<file path="src/rtl/uart_baud_tick_gen.sv">
// Programmable oversampling baud tick generator: oversample, mid-bit and
// bit-boundary strobes from a runtime-loadable divisor, with start-edge resync.
module uart_baud_tick_gen #(
  parameter int DIV_WIDTH   = 16,
  parameter int DEFAULT_DIV = 20,
  parameter int OVS         = 16
) (
  input  logic                 clk_in,
  input  logic                 rst,
  input  logic                 en,
  input  logic [DIV_WIDTH-1:0] div_in,
  input  logic                 div_load,
  input  logic                 resync,
  output logic                 os_tick,
  output logic                 bit_tick,
  output logic                 mid_tick,
  output logic [DIV_WIDTH-1:0] div_cur
);

  localparam int PH_W = (OVS > 1) ? $clog2(OVS) : 1;
  localparam logic [PH_W-1:0]      PH_LAST = PH_W'(OVS - 1);
  localparam logic [PH_W-1:0]      PH_MID  = PH_W'(OVS / 2);
  localparam logic [DIV_WIDTH-1:0] ONE     = DIV_WIDTH'(1);

  logic [DIV_WIDTH-1:0] div_reg;
  logic [DIV_WIDTH-1:0] cnt;
  logic [PH_W-1:0]      phase;
  logic [PH_W-1:0]      ph_nxt;
  logic                 load_ok;
  logic [DIV_WIDTH-1:0] resync_div;

  assign load_ok    = div_load && (div_in != '0);
  // A resync coinciding with a valid load restarts on the new divisor.
  assign resync_div = load_ok ? div_in : div_reg;
  assign ph_nxt     = (phase == PH_LAST) ? '0 : phase + PH_W'(1);
  assign div_cur    = div_reg;

  always_ff @(posedge clk_in) begin
    if (rst) begin
      div_reg  <= DIV_WIDTH'(DEFAULT_DIV);
      cnt      <= DIV_WIDTH'(DEFAULT_DIV - 1);
      phase    <= '0;
      os_tick  <= 1'b0;
      bit_tick <= 1'b0;
      mid_tick <= 1'b0;
    end else begin
      os_tick  <= 1'b0;
      bit_tick <= 1'b0;
      mid_tick <= 1'b0;
      if (load_ok)
        div_reg <= div_in;
      if (resync) begin
        cnt   <= resync_div - ONE;
        phase <= '0;
      end else if (en) begin
        if (cnt != '0) begin
          cnt <= cnt - ONE;
        end else begin
          // Reload uses the divisor held before this edge's load.
          cnt      <= div_reg - ONE;
          phase    <= ph_nxt;
          os_tick  <= 1'b1;
          bit_tick <= (ph_nxt == '0);
          mid_tick <= (ph_nxt == PH_MID);
        end
      end
    end
  end

endmodule

</file>
<file path="config.mk">
export PLATFORM = sky130hd
export DESIGN_NAME = uart_baud_tick_gen
export DESIGN_NICKNAME = d
export VERILOG_FILES = /design/src/rtl/uart_baud_tick_gen.sv
export SDC_FILE = /design/constraint.sdc
export NUM_CORES = 1
export LEC_CHECK = 0
export ABC_AREA = 1
export BUFFER_PORTS_ARGS = -buffer_cell sky130_fd_sc_hd__buf_4
export CAP_MARGIN = 10
export CORE_MARGIN = 10
export CORE_UTILIZATION = 45
export CTS_CLUSTER_SIZE = 12
export DETAILED_ROUTE_END_ITERATION = 6
export PLACE_DENSITY = 0.65
export REMOVE_ABC_BUFFERS = 1
export SYNTH_ARGS = -nofsm -noshare
export SYNTH_HDL_FRONTEND = slang
export SYNTH_SLANG_ARGS = --single-unit
</file>
<file path="constraint.sdc">
create_clock -name clk_in -period 3.57 [get_ports clk_in]
set_clock_uncertainty 0.1 [all_clocks]
set_input_delay 0.5355 -clock clk_in [delete_from_list [all_inputs] [get_ports clk_in]]
set_output_delay 0.5355 -clock clk_in [all_outputs]
set_load 0.05 [all_outputs]
</file>
Word-level counts from Yosys, hierarchy flattened
Index checks and enable logic that the tools add are counted.
{"block": "totals", "memories": 0, "latchBits": 0, "wordCells": 29, "mem_bits_rw": 0, "ff_bits": 39, "rom_bits": 0, "out_inout_bits": 19}
{"block": "classes", "muxes": 6, "multipliers": 0, "div": 0, "order_cmp": 0, "shifts": 0, "n_eq_ne": 2, "bitwise_logic": 2, "add_sub_neg": 4, "n_reduce_logical": 9}
{"cell": "$mux W16", "n": 4}
{"cell": "$sub A16 B1 Y16 const B", "n": 3}
{"cell": "$reduce_bool A16 Y1", "n": 2}
{"cell": "$eq A4 B4 Y1 const B", "n": 2}
{"cell": "$add A4 B1 Y4 const B", "n": 1}
{"cell": "$logic_not A4 Y1", "n": 1}
{"cell": "$mux W4", "n": 1}
{"cell": "$reduce_or A4 Y1", "n": 1}
{"cell": "$reduce_or A3 Y1", "n": 1}
{"cell": "$not A1 Y1", "n": 2}
{"cell": "$reduce_and A2 Y1", "n": 1}
{"cell": "$reduce_bool A2 Y1", "n": 1}
{"cell": "$reduce_or A2 Y1", "n": 1}
{"cell": "$logic_and A1 B1 Y1", "n": 1}
{"cell": "$mux W1", "n": 1}

Longest topological paths before layout
Gate-level depths: netlist of run 1.
{"block": "logic_depth", "word_depth": 5, "depth_mapped": 18, "mapped_depth_nobuf": 18}

Least setup slack after synthesis of run 1
Ideal clock, no wire load.
{"block": "synth_timing", "kind": "input-to-reg", "from": "input port div_in[10]", "to": "register cnt[14]", "setup_time_ps": 109, "t_required_ps": 3361, "t_arrival_ps": 2002, "setup_slack_ps": 1359, "path_buffers": 0, "cell_stages": 17, "cell_sequence": "nor2_1 -> nand2_1 -> nor2_2 -> nand2_4 -> nand3_1 -> nand3_1 -> nand2_1 -> ha_1 -> inv_1 -> nor2_2 -> nand2_2 -> nor2_2 -> nand2_1 -> nand2_1 -> nand3_1 -> nand2_1 -> inv_1"}
{"block": "synth_between", "elab_chain_cells": 5}
{"item": "start, declared", "line": "11", "source": "input logic [DIV_WIDTH-1:0] div_in,"}
{"item": "$reduce_bool A16 Y1", "line": "32", "source": "assign load_ok = div_load && (div_in != '0);"}
{"item": "$logic_and A1 B1 Y1", "line": "32"}
{"item": "$mux W16 *"}
{"item": "$sub A16 B1 Y16 *", "line": "53", "source": "cnt <= resync_div - ONE;"}
{"item": "$mux W16 *", "line": "52", "source": "if (resync) begin"}
{"item": "end signal, assigned", "line": "53"}
{"item": "end signal, assigned", "line": "57", "source": "cnt <= cnt - ONE;"}
{"item": "end signal, assigned", "line": "60", "source": "cnt <= div_reg - ONE;"}
{"item": "end, declared", "line": "26", "source": "logic [DIV_WIDTH-1:0] cnt;"}
Every way passes the cells marked *; elsewhere a longest branch is shown, timed or not.
A chain may end at the register's enable or synchronous reset.

Worst setup path after layout of run 1
{"block": "layout_timing", "from": "input port div_in[8]", "to": "register cnt[14]"}
Same word-level chain as after synthesis.

==> metrics, run 1 <==
Initial Util=46.83%; filler instances=635; clk_lat worst skew=0.30 ns; Max-slew headroom=67.98%; clock tree buffer depth=2; outcome=complete, no violations; Clk network pwr share=36.0%; Finish-stage setup viols=0; Die Width=98.73 µm; reg2reg start=cnt[12]; CTS Hold Bufs=0; first-pass GRT wire length=12050 µm; Slew @ Worst Pin=0.4792 ns; # port buffers=39; CTS H-tree depth=2; clock root buffer=clkbuf_8; VDD IR max=0.3206 mV; number of global-route vias before repair=2602; Total Routing Usage GR=14.49%; Pint=0.8458 mW; Flop pwr share=38.8%; Synth Warn #=0; share of post-route cells with drive strength above 1=20.00%; nets=487; Psw=0.3859 mW; Slew Limit Fails=0; DR pass1 iterations=4; CP Max Fanout=25; final wirelength=7167 µm; antenna-violating nets left=0; CP Capture Type=flip-flop; DPL Wire Length=5160 µm; Placed Cells=532; Hold EP=cnt[9]; min-delay src=cnt[9]; Num CTS Buffers=5; largest net degree at the start of global routing=29; Area Growth Syn to Fin=14.27%; max_cap viols=0; Tcrit/Tclk final=70.18%; CP max-delay cell=nand2_4; Hold Vio Cnt, Final=0; Worst-path clk slew=0.09 ns; RSZ-0062 raised after global routing=no; CP arrival=2.61 ns; # rows=28; Comb power frac=25.2%; Diodes inserted=0; startpoint types=input port; post-synthesis cell count=436; critical path class=input port to flip-flop; CP required=3.68 ns; IO Count=40; core region area=5956 µm²; Iter 0 DRT Violations=122; Seq/Total Area, Yosys=27.99%; slowest stage delay, CP=0.23 ns; minimum clock period=2.505 ns; Synth cell types=35; r2r setup slk=1.26 ns; PD cells=386.5 nW/µm²; final design utilization=53.51%; CTS tree=yes; Vias=2760; Seq cells post-synth=39; CTS-repair resized insts=0; vias per cell=5.111; r2r endpoint=cnt[5]; final setup TNS=0 ns; number of antenna violations at the first check in global routing=0; Leakage=1.577 nW; r2r worst-path depth=13; height of the die=98.73 µm; Overflow after GRT=0; mapped cell area=2789 µm²; worst min-delay path class=flip-flop to flip-flop; critical path's most frequent cell=nand2_1; GPL Wtd Cong=0.8878; residual DRC count=0; Non-Filler Instances=540; Total Die Area=9747 µm²; CP Cell Sequence=buf_4 > nor2_1 > nand2_1 > nor2_2 > nand2_4 > nand3_1 > nand3_1 > nand2_1 > ha_1 > inv_1 > nor2_2 > nand2_2 > nor2_2 > nand2_1 > nand2_1 > nand3_1 > nand2_1 > inv_1; clk sinks=39; Avg Inst Size Synth=6.397 µm²; sw frac=31.33%; Max Freq=399.1 MHz; hold path cells=2; WL per Instance=13.27 µm; post-CTS setup buffer count=0
[synthesized netlist by cell type]
master / number / area, µm²
buf_4: 3 / 22.52
nor4_1: 1 / 6.260
clkbuf_1: 6 / 22.52
xor2_1: 3 / 26.28
nor2_4: 7 / 78.83
dfxtp_1: 39 / 780.8
nand3_2: 9 / 90.09
nor2_2: 6 / 37.54
nand4_1: 2 / 12.51
buf_2: 4 / 20.02
o21ai_1: 2 / 10.01
o21ai_0: 13 / 65.06
o21a_1: 1 / 7.510
inv_2: 2 / 7.510
bufinv_8: 1 / 17.52
nand2_4: 3 / 33.78
nand3_1: 82 / 410.4
buf_6: 4 / 45.04
inv_1: 50 / 187.7
o31ai_1: 1 / 7.510
a21oi_2: 1 / 8.760
o21ai_2: 1 / 8.760
nor2_1: 29 / 108.9
nor3_1: 2 / 10.01
nand2_8: 1 / 20.02
buf_8: 1 / 15.01
nand2_2: 15 / 93.84
nand2_1: 106 / 397.9
ha_1: 2 / 25.02
buf_1: 1 / 3.750
nand3b_1: 4 / 30.03
a21oi_1: 31 / 155.2
o22ai_1: 1 / 6.260
a211o_1: 1 / 8.760
a211oi_1: 1 / 7.510
[worst max-delay path by stage]
stage	startpoint	endpoint	slack [ns]	cells after the start
finish	div_in[8]	cnt[14]	1.06	18
detailed placement	div_in[8]	cnt[14]	0.74	18
CTS	div_in[8]	cnt[14]	1.06	18
floorplan	div_in[10]	cnt[14]	1.26	17
global placement	div_in[8]	cnt[14]	0.79	18
global route	div_in[8]	cnt[14]	0.83	18
[final cells by class]
class,instances,area (µm²),share of cell area (%)
multi-input cells,325,1667,52.30
clock buffers,6,72.57,2.277
inverters,53,212.7,6.675
repair buffers,40,300.3,9.423
clock inverters,2,60.06,1.885
well taps,75,93.84,2.945
flip-flops and latches,39,780.7,24.50
[metal layers]
metal | wire length, µm | track usage [%]
met3 | 484 | 3.631
met2 | 3276 | 24.10
met4 | 93 | 3.859
met5 | 0 | 0
met1 | 3312 | 18.13
[through the flow]
step | hold slack [ns] | setup WS (ns) | cell area (µm²) | power [mW]
after floorplan | 0.3471 | 1.261 | 2660 | 0.7045
after global placement | 0.3666 | 0.7926 | 3054 | 0.7967
after detailed placement | 0.3719 | 0.7412 | 3054 | 0.7988
after CTS | 0.3830 | 1.062 | 3187 | 1.246
after global routing | 0.3996 | 0.8329 | 3187 | 1.302
final | 0.3833 | 1.065 | 3187 | 1.232
[power by group through the flow]
stage / logic (mW) / clock network [mW] / registers [mW]
global route: 0.344 / 0.476 / 0.482
detailed placement: 0.311 / 0 / 0.488
finish: 0.310 / 0.444 / 0.478
global placement: 0.309 / 0 / 0.488
CTS: 0.312 / 0.456 / 0.478
floorplan: 0.184 / 0 / 0.521
[critical path: cells and delay by family]
family        cells  cell delay [ns]
simple gates     14             1.64
fa+ha+maj         1             0.22
buf+inv           3             0.21
[registers in the layout, summed over array words and instances, names as in the netlist]
register / cells
mid_tick: 1
os_tick: 1
div_cur: 16
bit_tick: 1
cnt: 16
phase: 4
[placed cells by master, fill, tap and decap left out, types with 3 or more instances in the layout]
cell type  netlist  layout
inv_1           50      50
nand2_1        106     106
xor2_1           3       3
nor2_2           6       6
a21oi_1         31      31
nand2_2         15      15
nand3b_1         4       4
buf_4            3      40
clkbuf_8         0       5
nand3_2          9       9
dfxtp_1         39      39
nor2_1          29      29
o21ai_0         13      13
nor2_4           7       7
nand2_4          3       3
nand3_1         82      82
[logic make-up (layout without fill, tap and decap cells)]
| group | after synthesis | after routing | share of synthesized area (%) |
|---|---|---|---|
| AND/OR/NAND/NOR | 267 | 267 | 47.69 |
| buffers and inverters | 72 | 101 | 12.25 |
| AO/OA/AOI/OAI | 53 | 53 | 10.23 |
| flip-flops | 39 | 39 | 27.99 |
| XOR/XNOR | 3 | 3 | 0.9423 |
| adder cells (fa/ha/maj) | 2 | 2 | 0.8971 |
Note: power is estimated with default switching activity, not from simulation.
==> run 2, diff against run 1 <==
- PLACE_DENSITY: 0.65 -> 0.68
- clock period: 3.57 -> 2.2 ns (I/O delays scaled with it)
==> run 2 against run 1 <==
Sequential power grew 63%. Global-route usage grew 1.2 points. Critical path type is now flip-flop to flip-flop. Critical path depth shrank 4. Clock-buffer cell count shrank 1. Wire length grew 8.4%. Via count grew 7.1%. Clock power grew 67%.
==> metrics, run 2 (same netlist as run 1, synthesis figures left out) <==
CP arrival=2.19 ns; residual DRC count=0; Comb power frac=27.7%; Placed Cells=568; CP Capture Type=flip-flop; final design utilization=59.56%; CTS H-tree depth=2; Flop pwr share=37.0%; CP required=2.34 ns; vias per cell=5.114; antenna-violating nets left=0; WL per Instance=13.44 µm; Total Routing Usage GR=15.64%; Hold Vio Cnt, Final=0; Max-slew headroom=71.81%; PD cells=592.4 nW/µm²; CP Max Fanout=8; largest net degree at the start of global routing=27; Clk network pwr share=35.3%; reg2reg start=cnt[3]; IO Count=40; sw frac=32.15%; Slew Limit Fails=0; CTS tree=yes; CP Cell Sequence=inv_2 > nand4_1 > nor2_4 > buf_6 > nand3_1 > nand3b_1 > nand2_2 > ha_2 > inv_1 > nor2_2 > nand2_2 > o21ai_2 > o21ai_1 > a21oi_1; commonest non-fill, non-tap cells in the layout=nand2_1, nand3_1, buf_4, inv_1, dfxtp_1; Worst-path clk slew=0.09 ns; nets=525; Total Die Area=9747 µm²; share of post-route cells with drive strength above 1=28.23%; clk_lat worst skew=0.31 ns; DR pass1 iterations=5; kind of cell adding the most delay to the critical path=simple AND/OR/NAND/NOR gates; Worst Path Buf+Inv=3; Initial Util=46.83%; worst min-delay path class=input port to flip-flop; # rows=28; Tcrit/Tclk final=92.86%; Finish-stage setup viols=0; minimum clock period=2.043 ns; critical path class=flip-flop to flip-flop; GPL Wtd Cong=0.9322; Iter 0 DRT Violations=203; Diodes inserted=0; min-delay src=div_in[13]; height of the die=98.73 µm; DPL Wire Length=5867 µm; r2r worst-path depth=14; Design Area, Final=3547 µm²; r2r setup slk=0.16 ns; VDD IR max=0.2924 mV; clock tree buffer depth=2; first-pass GRT wire length=12750 µm; r2r endpoint=cnt[8]; Pint=1.426 mW; Hold EP=div_cur[13]; hold_ws=0.2318 ns; critical path's most frequent cell=nand2_2; core region area=5956 µm²; Non-Filler Instances=578; startpoint types=flip-flop; Overflow after GRT=0; final wirelength=7767 µm; CP max-delay cell=dfxtp_2; slowest stage delay, CP=0.35 ns; clock root buffer=clkbuf_8; Psw=0.6756 mW; Slew @ Worst Pin=0.4214 ns; clk sinks=39; Die Width=98.73 µm; Area Growth Syn to Fin=27.19%; # port buffers=39; placed cell area=3349 µm²; Num CTS Buffers=5; number of global-route vias before repair=2770; Setup crit start=cnt[3]; max_cap viols=0; number of antenna violations at the first check in global routing=0; outcome=complete, no violations; Max Freq=489.5 MHz; final setup TNS=0 ns; Leakage=1.777 nW; hold path cells=3; Vias=2956; most common cell after layout, fill and taps aside=nand2_1
-- run 2: cell types whose count changed in the layout (fill, tap and decap cells not counted), sizes merged --
cell	previous run	this run
buf	40	78
clkbuf	6	5
clkinvlp	0	1
-- run 2: layer usage --
metal / share of wire (%) / track usage [%]
met5: 0 / 0
met3: 5.3 / 3.352
met1: 46 / 19.12
met4: 1.2 / 5.513
met2: 48 / 26.37
-- run 2: worst reg2reg max path, stage by stage (launching register included) --
cell,delay [ns]
dfxtp_2,0.35
inv_2,0.05
nand4_1,0.13
nor2_4,0.07
buf_6,0.14
nand3_1,0.06
nand3b_1,0.10
nand2_2,0.11
ha_2,0.21
inv_1,0.06
nor2_2,0.12
nand2_2,0.10
o21ai_2,0.14
o21ai_1,0.11
a21oi_1,0.14
-- run 2: what timing repair did --
| action | 4_1_cts | 5_1_grt |
|---|---|---|
| setup buffers | 0 | 2 |
| resized for setup | 0 | 13 |
| endpoints found under the setup margin | 0 | 11 |
| hold endpoints to repair | 0 | 0 |
| hold buffers | 0 | 0 |
-- run 2: power by group through the flow --
stage | logic, mW | registers [mW] | clock network, mW
floorplan | 0.298 | 0.845 | 0
global placement | 0.559 | 0.790 | 0
detailed placement | 0.565 | 0.791 | 0
CTS | 0.568 | 0.775 | 0.747
global route | 0.640 | 0.784 | 0.780
finish | 0.582 | 0.777 | 0.743
-- run 2: worst max-delay path by stage --
stage | end | slack, ns | cells past startpoint
2_1_floorplan | cnt[14] | 0.1 | 17
3_3_place_gp | cnt[13] | -0.06 | 17
3_5_place_dp | cnt[14] | -0.12 | 18
4_1_cts | cnt[14] | 0.07 | 17
5_1_grt | cnt[14] | -0.02 | 17
6_report | cnt[8] | 0.16 | 14
-- run 2: area by class of cell --
class                           count  area, µm²
Fill cell                         573       2409
Multi-Input combinational cell    325       1689
Sequential cell                    39      784.5
Timing Repair Buffer               78      630.6
Inverter                           53      212.7
Tap cell                           75      93.84
Clock buffer                        5      68.82
Clock inverter                      3      67.56
-- run 2: stage by stage --
stage                     power [mW]  setup WS, ns
final                          2.101        0.1572
after global routing           2.203      -0.01720
after CTS                      2.090       0.06693
after floorplan                1.143       0.09641
after global placement         1.350      -0.05649
after detailed placement       1.357       -0.1221
==> run 3, diff against run 2 <==
- CORE_MARGIN: 10 -> 4
- SETUP_SLACK_MARGIN: not set -> 0.05
==> run 3 against run 2 <==
First-iteration DRC count shrank 13%. Sequential share of layout area shrank 0.43 points. Fmax shrank 0.21%. Critical path depth shrank 1. Die area shrank 23%. Setup slack lost 0.0042 ns. Hold slack lost 0.012 ns. Clock power grew 1%. Largest cell class unchanged.
==> metrics, run 3 (same netlist as run 1, synthesis figures left out) <==
outcome=complete, no violations; Diodes inserted=0; minimum clock period=2.047 ns; Initial Util=46.83%; DPL Wire Length=5657 µm; vias per cell=5.155; CP Max Fanout=8; Slew @ Worst Pin=0.3913 ns; CTS Hold Bufs=0; Tcrit/Tclk final=93.05%; startpoint types=flip-flop; core region area=5956 µm²; final wirelength=7651 µm; Area Growth Syn to Fin=29.12%; max_cap viols=0; CP Cell Sequence=inv_1 > nand4_1 > nor2_4 > nand3_1 > nand3b_1 > nand2_2 > ha_4 > inv_1 > nor2_2 > nand2_2 > nand2_1 > a21oi_1 > o21ai_0; CTS tree=yes; WL per Instance=13.15 µm; number of global-route vias before repair=2866; commonest non-fill, non-tap cells in the layout=nand2_1, nand3_1, buf_4, inv_1, dfxtp_1; final setup TNS=0 ns; Num CTS Buffers=5; placed cell area=3344 µm²; hold path cells=3; # port buffers=39; reg2reg start=cnt[4]; RSZ-0062 raised after global routing=yes; PD cells=590.8 nW/µm²; DP Worst Slack=-0.1327 ns; GPL Wtd Cong=0.9555; VDD IR max=0.3397 mV; min-delay src=div_in[0]; critical path class=flip-flop to flip-flop; antenna-violating nets left=0; worst min-delay path class=input port to flip-flop; kind of cell adding the most delay to the critical path=simple AND/OR/NAND/NOR gates; Vias=3000; Leakage=1.788 nW; # rows=28; number of antenna violations at the first check in global routing=0; Design Area, Final=3601 µm²; IO Count=40; clk sinks=39; clock tree buffer depth=2; Finish-stage setup viols=0; Worst Path Buf+Inv=2; CTS H-tree depth=2; residual DRC count=0; slowest stage delay, CP=0.31 ns; Worst-path clk slew=0.09 ns; CP Capture Type=flip-flop; clock root buffer=clkbuf_8; Slew Limit Fails=0; largest net degree at the start of global routing=27; Hold EP=div_cur[0]; Iter 0 DRT Violations=177; Total Die Area=7521 µm²; min setup slack post-route=0.1529 ns; nets=529; share of post-route cells with drive strength above 1=30.97%; first-pass GRT wire length=12790 µm; r2r setup slk=0.15 ns; DR pass1 iterations=4; r2r endpoint=cnt[4]; CP max-delay cell=dfxtp_1; Placed Cells=569; CP arrival=2.14 ns; Final Power=2.128 mW; Non-Filler Instances=582; Overflow after GRT=0; most common cell after layout, fill and taps aside=nand2_1; height of the die=86.73 µm; Max Freq=488.5 MHz; hold_ws=0.2193 ns; clk_lat worst skew=0.31 ns; CP required=2.30 ns; Max-slew headroom=73.82%; r2r worst-path depth=13; Die Width=86.73 µm; Hold Vio Cnt, Final=0; Total Routing Usage GR=21.31%; final design utilization=60.46%
run 3: power breakdown:
group,switching (mW),total [mW],internal [mW]
Clock,0.300,0.753,0.453
Sequential,0.0276,0.776,0.749
Combinational,0.366,0.598,0.231
Total,0.694,2.13,1.43
run 3: timing repair:
action / 4_1_cts / 5_1_grt
endpoints found under the hold margin: 0 / 0
resized for setup: 0 / 27
setup buffers: 0 / 5
endpoints found under the setup margin: 0 / 13
run 3: per-layer routing:
layer | GRT usage (%) | vias up | wire length (µm)
li1 | - | 1551 | -
met2 | 35.40 | 69 | 3637
met3 | 3.612 | 11 | 368
met4 | 9.773 | 0 | 139
met5 | 0 | - | 0
met1 | 26.85 | 1369 | 3506
run 3: worst max-delay path by stage:
stage / end / cells after the start / slack [ns] / from
after floorplan: cnt[14] / 17 / 0.1 / div_in[10]
after global placement: cnt[14] / 18 / -0.07 / div_in[10]
after detailed placement: cnt[14] / 18 / -0.13 / div_in[0]
after CTS: cnt[4] / 13 / 0.1 / cnt[8]
after global routing: cnt[14] / 18 / 0.03 / div_in[12]
final: cnt[4] / 13 / 0.15 / cnt[4]
run 3: final cells by class:
type | instances | area [µm²]
multi-input cells | 325 | 1738
clock buffers | 5 | 68.82
repair buffers | 82 | 639.4
clock inverters | 3 | 67.56
fillers | 575 | 2355
well taps | 75 | 93.84
inverters | 53 | 212.7
flip-flops and latches | 39 | 780.7
run 3: tightest hold or removal path, delay by kind of cell:
family,cells,cell delay [ns]
buffers and inverters,1,0.12
and+or+nand+nor,1,0.07
AOI/OAI and AO/OA,1,0.06
